===== config.mk =====
export PLATFORM = sky130hd
export DESIGN_NAME = bus_addr_router
export DESIGN_NICKNAME = d
export VERILOG_FILES = /design/src/rtl/bus_addr_router.sv
export SDC_FILE = /design/constraint.sdc
export NUM_CORES = 1
export LEC_CHECK = 0
export ABC_AREA = 1
export ABC_CLOCK_PERIOD_IN_PS = 2600
export CAP_MARGIN = 20
export CELL_PAD_IN_SITES_DETAIL_PLACEMENT = 1
export CELL_PAD_IN_SITES_GLOBAL_PLACEMENT = 1
export CORE_AREA = 4 4 203 205
export DETAILED_ROUTE_END_ITERATION = 10
export DIE_AREA = 0 0 207 209
export GPL_TIMING_DRIVEN = 0
export PLACE_DENSITY = 0.72
export RECOVER_POWER = 25
export SLEW_MARGIN = 20
export SYNTH_ARGS = -nofsm -noshare
export SYNTH_HDL_FRONTEND = slang
export SYNTH_SLANG_ARGS = --single-unit

===== constraint.sdc =====
create_clock -name clk -period 2.6 [get_ports clk]
set_clock_uncertainty 0.15 [all_clocks]
set_input_delay 0.52 -clock clk [delete_from_list [all_inputs] [get_ports clk]]
set_output_delay 0.52 -clock clk [all_outputs]
set_load 0.02 [all_outputs]

===== src/rtl/bus_addr_router.sv =====
// Table-driven single-master / N-slave address router for the SoC data bus.
// Tracks one outstanding transaction and answers unmapped or timed-out requests with an error.
module bus_addr_router #(
    parameter int unsigned NUM_SLAVES     = 9,
    parameter int unsigned ADDR_WIDTH     = 32,
    parameter int unsigned DATA_WIDTH     = 32,
    parameter logic [NUM_SLAVES*ADDR_WIDTH-1:0] BASE_ADDRS = '0,
    parameter logic [NUM_SLAVES*ADDR_WIDTH-1:0] END_ADDRS  = '0,
    parameter int unsigned TIMEOUT_CYCLES = 255
) (
    input  logic                             clk,
    input  logic                             rst,
    input  logic                             m_req,
    output logic                             m_gnt,
    input  logic [ADDR_WIDTH-1:0]            m_addr,
    input  logic                             m_we,
    input  logic [DATA_WIDTH/8-1:0]          m_be,
    input  logic [DATA_WIDTH-1:0]            m_wdata,
    output logic                             m_rvalid,
    output logic [DATA_WIDTH-1:0]            m_rdata,
    output logic                             m_err,
    output logic [NUM_SLAVES-1:0]            s_req,
    input  logic [NUM_SLAVES-1:0]            s_gnt,
    output logic [ADDR_WIDTH-1:0]            s_addr,
    output logic                             s_we,
    output logic [DATA_WIDTH/8-1:0]          s_be,
    output logic [DATA_WIDTH-1:0]            s_wdata,
    input  logic [NUM_SLAVES-1:0]            s_rvalid,
    input  logic [NUM_SLAVES*DATA_WIDTH-1:0] s_rdata,
    output logic [7:0]                       err_count,
    output logic [ADDR_WIDTH-1:0]            last_err_addr
);

    localparam int unsigned SEL_W = (NUM_SLAVES > 1) ? $clog2(NUM_SLAVES) : 1;
    localparam int unsigned CNT_W = 16;

    typedef enum logic [1:0] {
        IDLE     = 2'd0,
        WAIT_RSP = 2'd1,
        ERR_RSP  = 2'd2
    } state_t;

    state_t                  state;
    logic [SEL_W-1:0]        sel_q;
    logic [CNT_W-1:0]        tmo_cnt;
    logic [CNT_W:0]          cnt_inc;
    logic [ADDR_WIDTH-1:0]   req_addr;

    logic                    hit;
    logic [SEL_W-1:0]        hit_sel;
    logic [ADDR_WIDTH-1:0]   hit_base;
    logic [DATA_WIDTH-1:0]   rdata_arr [NUM_SLAVES];

    // Region decode; scanning downward lets the lowest matching index win overlaps.
    always_comb begin
        hit      = 1'b0;
        hit_sel  = '0;
        hit_base = '0;
        for (int i = int'(NUM_SLAVES) - 1; i >= 0; i--) begin
            if ((m_addr >= BASE_ADDRS[i*ADDR_WIDTH +: ADDR_WIDTH]) &&
                (m_addr <= END_ADDRS[i*ADDR_WIDTH +: ADDR_WIDTH])) begin
                hit      = 1'b1;
                hit_sel  = SEL_W'(i);
                hit_base = BASE_ADDRS[i*ADDR_WIDTH +: ADDR_WIDTH];
            end
        end
    end

    always_comb begin
        for (int i = 0; i < int'(NUM_SLAVES); i++) begin
            rdata_arr[i] = s_rdata[i*DATA_WIDTH +: DATA_WIDTH];
        end
    end

    assign s_addr  = m_addr - hit_base;
    assign s_we    = m_we;
    assign s_be    = m_be;
    assign s_wdata = m_wdata;
    assign cnt_inc = {1'b0, tmo_cnt} + (CNT_W+1)'(1);

    // Request and response paths are combinational; everything is silenced while in reset.
    always_comb begin
        s_req    = '0;
        m_gnt    = 1'b0;
        m_rvalid = 1'b0;
        m_rdata  = '0;
        m_err    = 1'b0;
        if (!rst) begin
            case (state)
                IDLE: begin
                    if (hit) begin
                        s_req[hit_sel] = m_req;
                        m_gnt          = s_gnt[hit_sel];
                    end else begin
                        m_gnt = m_req;
                    end
                end
                WAIT_RSP: begin
                    m_rvalid = s_rvalid[sel_q];
                    m_rdata  = rdata_arr[sel_q];
                end
                ERR_RSP: begin
                    m_rvalid = 1'b1;
                    m_err    = 1'b1;
                end
                default: ;
            endcase
        end
    end

    // Transaction tracking, timeout and error statistics.
    always_ff @(posedge clk) begin
        if (rst) begin
            state         <= IDLE;
            sel_q         <= '0;
            tmo_cnt       <= '0;
            req_addr      <= '0;
            err_count     <= '0;
            last_err_addr <= '0;
        end else begin
            case (state)
                IDLE: begin
                    if (m_req && m_gnt) begin
                        req_addr <= m_addr;
                        if (hit) begin
                            sel_q   <= hit_sel;
                            tmo_cnt <= '0;
                            state   <= WAIT_RSP;
                        end else begin
                            state <= ERR_RSP;
                        end
                    end
                end
                WAIT_RSP: begin
                    tmo_cnt <= cnt_inc[CNT_W-1:0];
                    // A response arriving on the final allowed cycle beats the timeout.
                    if (s_rvalid[sel_q]) begin
                        state <= IDLE;
                    end else if (cnt_inc >= (CNT_W+1)'(TIMEOUT_CYCLES)) begin
                        state <= ERR_RSP;
                    end
                end
                ERR_RSP: begin
                    state         <= IDLE;
                    last_err_addr <= req_addr;
                    if (err_count != 8'hFF) begin
                        err_count <= err_count + 8'd1;
                    end
                end
                default: state <= IDLE;
            endcase
        end
    end

endmodule


# ---- After elaboration in Yosys (flattened, before gate mapping)
# Index checks and enable logic that the tools add are counted.
dict set report op_classes {
  add_sub_neg 2
  magnitude_cmp 3
  eq_ne 6
  muxes 21
  reduce_logical 8
}
# op n
set op_table {}
lappend op_table {{32-bit two-way mux} 2}
lappend op_table {{32-bit by 1-bit greater-or-equal comparator with 1-bit output, second input constant} 1}
lappend op_table {{32-bit by 1-bit <= comparator with 1-bit output, second input constant} 1}
lappend op_table {{16-bit two-way mux} 2}
lappend op_table {{16-bit one-hot mux with 2 select lines} 1}
lappend op_table {{16-bit by 1-bit adder with 17-bit output, second input constant} 1}
lappend op_table {{17-bit by 8-bit greater-or-equal comparator with 1-bit output, second input constant} 1}
lappend op_table {{1-bit two-way mux} 10}
lappend op_table {{8-bit by 1-bit adder with 8-bit output, second input constant} 1}
lappend op_table {{2-bit two-way mux} 4}
lappend op_table {{8-bit != test, second input constant} 1}
lappend op_table {{2-bit AND reduction} 3}
lappend op_table {{2-bit != test, second input constant} 2}
lappend op_table {{2-bit one-hot mux with 2 select lines} 1}
lappend op_table {{3-bit != test, second input constant} 1}
lappend op_table {{3-bit AND reduction} 1}
lappend op_table {{2-bit by 1-bit == test with 1-bit output, second input constant} 1}
lappend op_table {{2-bit == test, second input constant} 1}
lappend op_table {{1-bit logical AND} 2}
lappend op_table {{2-bit logical NOT} 1}
lappend op_table {{1-bit one-hot mux with 2 select lines} 1}
lappend op_table {{2-bit nonzero test} 1}
dict set report word_totals {
  ff_bits 90
  input_bits 378
  output_inout_bits 153
  word_cells 45
}

# ---- Logic depth before layout (Yosys ltp)
dict set report logic_depth {
  word_depth 9
  depth_mapped 14
  ltp_nobuf 14
}

# ---- Worst setup path after synthesis
# No wires, ideal clock.
dict set report synth_timing {
  path_type {in2out}
  from {input port m_addr[31]}
  to {output port s_req[0]}
  arrival_ns 1.620
  t_required_ns 1.930
  slack_ns 0.310
  path_stages 7
  path_buffers 0
  cell_sequence {nor2_1 -> nand2_1 -> nor2_2 -> inv_1 -> nor2_2 -> nand2_2 -> nor4_1}
}
dict set report synth_between {
  elab_chain_len 6
  elab_cells_between_ends 7
  classes_between {order compare: 2; mux: 4; reduce/logical: 1}
}
# item line
set synth_lines {}
lappend synth_lines {{start: declaration} 15} ;# input logic [ADDR_WIDTH-1:0] m_addr,
lappend synth_lines {{32-bit by 1-bit greater-or-equal comparator with 1-bit output or 32-bit by 1-bit <= comparator with 1-bit output (tied branches)} {60, 61}}
lappend synth_lines {{1-bit logical AND (*)} 60} ;# if ((m_addr >= BASE_ADDRS[i*ADDR_WIDTH +: ADDR_WIDTH]) &&
lappend synth_lines {{1-bit two-way mux (*)} 60}
lappend synth_lines {{1-bit two-way mux (*)} 91} ;# if (hit) begin
lappend synth_lines {{1-bit two-way mux (*)} 89} ;# case (state)
lappend synth_lines {{1-bit two-way mux (*)} 88} ;# if (!rst) begin
lappend synth_lines {{end: declaration} 22} ;# output logic [NUM_SLAVES-1:0] s_req,
# Mark *: on every way between the ends. The rest lies on a longest branch, timed or not.

# ---- Worst setup path in the final report
dict set report layout_timing {
  from {input port m_req}
  to {output port m_gnt}
}
dict set report layout_between {
  elab_chain_len 3
}
# item line
set layout_lines {}
lappend layout_lines {{start: declaration} 13} ;# input logic m_req,
lappend layout_lines {{1-bit two-way mux} 91}
lappend layout_lines {{1-bit two-way mux} 89}
lappend layout_lines {{1-bit two-way mux} 88}
lappend layout_lines {{end: declaration} 14} ;# output logic m_gnt,
# No other way between the ends.

==> flow_summary.json <==
{
  "drt_iter0_markers": 169,
  "crit_end": "m_gnt",
  "die_x_um": 207,
  "seq_power_share_pct": 31.8,
  "crit_start": "m_req",
  "dp_cells": 1468,
  "wl_met3_um": 1750,
  "dp.final_hpwl_um": 19500,
  "dieArea_um2": 43300,
  "intPower_mw": 3.59,
  "yosys_warnings": 0,
  "cts.sinks": 90,
  "grt_max_degree": 18,
  "rsz0062_at_grt": "no",
  "tightest_slew_ps": 644,
  "antenna_left": 0,
  "synth_area_leader_cell": "dfxtp_1",
  "p_leak_nw": 3.38,
  "placed_area_um2": 7730,
  "hold_buffers": 0,
  "fin_crit_ps": 2480,
  "fin_nets": 1339,
  "critPathKind": "primary input to primary output",
  "grt.total_usage_pct": 10.6,
  "grt_pass1_vias": 5652,
  "required_ps": 1930,
  "power.switching_mw": 2.41,
  "gp_congestion": 0.941,
  "yosysUniqueCellTypes": 33,
  "htreeDepth": 3,
  "crit_fanout": 3,
  "async_flop_share_pct": 0,
  "clockBufferDepth": 2,
  "endpoint_kind": "primary output",
  "hold_path_class": "flop to flop",
  "fin_cells": 1491,
  "avgSynthCellArea_um2": 6.80,
  "cp.arrival_ps": 1810,
  "antenna_found_initial": 10,
  "fin_crit_sh_pct": 95.2,
  "synth_top_flop_cell": "dfxtp_1",
  "die_y_um": 209,
  "placementRows": 73,
  "comb_power_share_pct": 43.0,
  "status": "completed",
  "cts_buffers": 9,
  "drt-met1-wl_um": 8810,
  "finalHoldViolCount": 0,
  "via_count": 5360,
  "p_sw_share_pct": 40.2,
  "synth_edf_count": 0,
  "start_kind": "primary input",
  "clkPwrFrac_pct": 25.2,
  "r2r_end": "state[1]$_SDFFE_PP0P_",
  "netlist_area_um2": 4910,
  "drt_wl_total_um": 23400,
  "ys_seq_area_share_pct": 36.7,
  "p_per_area_nw_per_um2": 752,
  "regToRegSetupSlack_ps": 310,
  "insertion_delay_ps": 350,
  "synthCells": 723,
  "drv_slew": 0,
  "drtPass1Iterations": 4,
  "fmax_mhz": 404,
  "viasPerCell": 3.59,
  "io_pins": 531,
  "drcViolationCount": 0,
  "synth_top_area_share_pct": 36.7,
  "stdcell_area_um2": 7990,
  "top_layer": "met4",
  "cts_tree": "built",
  "start_util_pct": 12.5,
  "holdWs_ps": 322,
  "r2r-start": "tmo_cnt[0]$_SDFFE_PP0P_",
  "core-area_um2": 39500,
  "grt_pass1_wl_um": 34800,
  "wl_per_cell_um": 15.7,
  "met2_wirelength_um": 11700,
  "vdd_ir_drop_max_mv": 0.295,
  "max-slew-margin-rel_pct": 57.1,
  "grt_overflow": 0,
  "layout-drive-gt1-share_pct": 17.5,
  "cts_root_buf": "clkbuf_16",
  "io_buffers": 213,
  "synth_seq_cells": 90,
  "yosys-top-cells-area": "dfxtp_1 (37%), nor2_1 (17%), buf_4 (12%)",
  "syn_to_final_growth_pct": 62.5,
  "fillers": 4877,
  "clk_pin_slew_ps": 70,
  "reg2reg_depth": 14,
  "setup_viol": 0,
  "drv_cap": 0
}
-- routing by layer --
layer	GRT usage [%]	vias up
met1	10.8	2462
met3	3.98	31
met5	0	-
li1	-	2678
met4	7.64	0
met2	17.8	189
-- critical path, cell delays in order --
cell	delay [ps]
clkdlybuf4s50_1	600
inv_1	130
nor2_1	130
nand3_2	110
nand2_4	120
buf_4	190
-- what timing repair did --
| action | in CTS | in global routing |
|---|---|---|
| hold endpoints to repair | 0 | 0 |
| buffers inserted | 0 | 1 |
| endpoints found under the setup margin | 36 | 35 |
| pin swaps | 11 | 2 |
| gates resized for setup | 114 | 61 |
-- placed cells by master (no fill, tap or decap), drive strengths merged, types with 33 or more instances in the layout --
master           n
buf             99
dlygate4sd3     33
clkbuf          51
nor2           229
dlygate4sd2     33
inv             39
clkdlybuf4s50  111
nand2           99
dfxtp           90
o21ai           87
-- cell type report --
type                            count  area (um2)  area share, %
Timing Repair Buffer              214        1960           24.5
Inverter                           36         136           1.71
Clock buffer                        9         225           2.82
Sequential cell                    90        1800           22.6
Tap cell                          525         657           8.23
Antenna cell                        6        15.0          0.188
Multi-Input combinational cell    493        2310           28.9
Buffer                            111         773           9.68
Clock inverter                      7         108           1.35
-- state kept, by name, indices dropped and copies added, names as in the netlist --
register and flops:
state 2, req_addr 32, last_err_addr 32, tmo_cnt 16
err_count 8
-- power groups by stage --
stage          logic, mW  registers, mW  clock network [mW]
6_report            2.59           1.91                1.51
3_3_place_gp        2.61           1.93                   0
4_1_cts             2.65           1.91                1.58
5_1_grt             2.86           1.96                1.64
3_5_place_dp        2.65           1.94                   0
2_1_floorplan       1.24           2.12                   0
-- cell usage after synthesis (2+ instances only) --
cell      instances
o21ai_0          71
nand2_1          91
nand3_1          18
o21ai_1          16
inv_2             2
nor3b_1           2
nand2_2           6
nor2_2            5
xnor2_1           2
buf_2             5
nand2_4           2
o21a_1            4
inv_1            34
buf_1             8
clkbuf_1         16
buf_6             2
xor2_1            3
nand3_2           2
nor2_4            3
dfxtp_1          90
buf_4            80
nor2_1          221
ha_1              6
a21oi_1           8
a22oi_1          11
nand4_1           8
-- through the flow --
| step | setup slack (ps) | setup TNS [ps] | util, % | total power, mW |
|---|---|---|---|---|
| detailed placement | -935 | -39010 | 19.6 | 4.59 |
| CTS | 0.0986 | 0 | 20.4 | 6.15 |
| global placement | -925 | -37510 | 19.6 | 4.53 |
| floorplan | 310 | 0 | - | 3.35 |
| global route | 1.78 | 0 | 20.2 | 6.46 |
| finish | 125 | 0 | 20.2 | 6.01 |
-- cell families after synthesis --
group / after synthesis / share of synthesized area (%)
AOI/OAI and AO/OA: 112 / 12.3
xor gates and xnor gates: 5 / 0.891
adders and majority gates: 6 / 1.53
buffers and inverters: 147 / 17.8
DFF: 90 / 36.7
other: 1 / 0.0763
and+or+nand+nor: 362 / 30.8
-- worst min path at each step --
stage	from	endpoint	slack (ps)	cells past startpoint
6_report	err_count[4]$_SDFFE_PP0P_	err_count[4]$_SDFFE_PP0P_	320	2
5_1_grt	err_count[4]$_SDFFE_PP0P_	err_count[4]$_SDFFE_PP0P_	360	2
4_1_cts	err_count[4]$_SDFFE_PP0P_	err_count[4]$_SDFFE_PP0P_	330	2
3_5_place_dp	err_count[4]$_SDFFE_PP0P_	err_count[4]$_SDFFE_PP0P_	310	2
3_3_place_gp	err_count[4]$_SDFFE_PP0P_	err_count[4]$_SDFFE_PP0P_	310	2
2_1_floorplan	req_addr[0]$_SDFFE_PP0P_	req_addr[0]$_SDFFE_PP0P_	300	2
No activity file was read; power rests on OpenSTA's default activity.
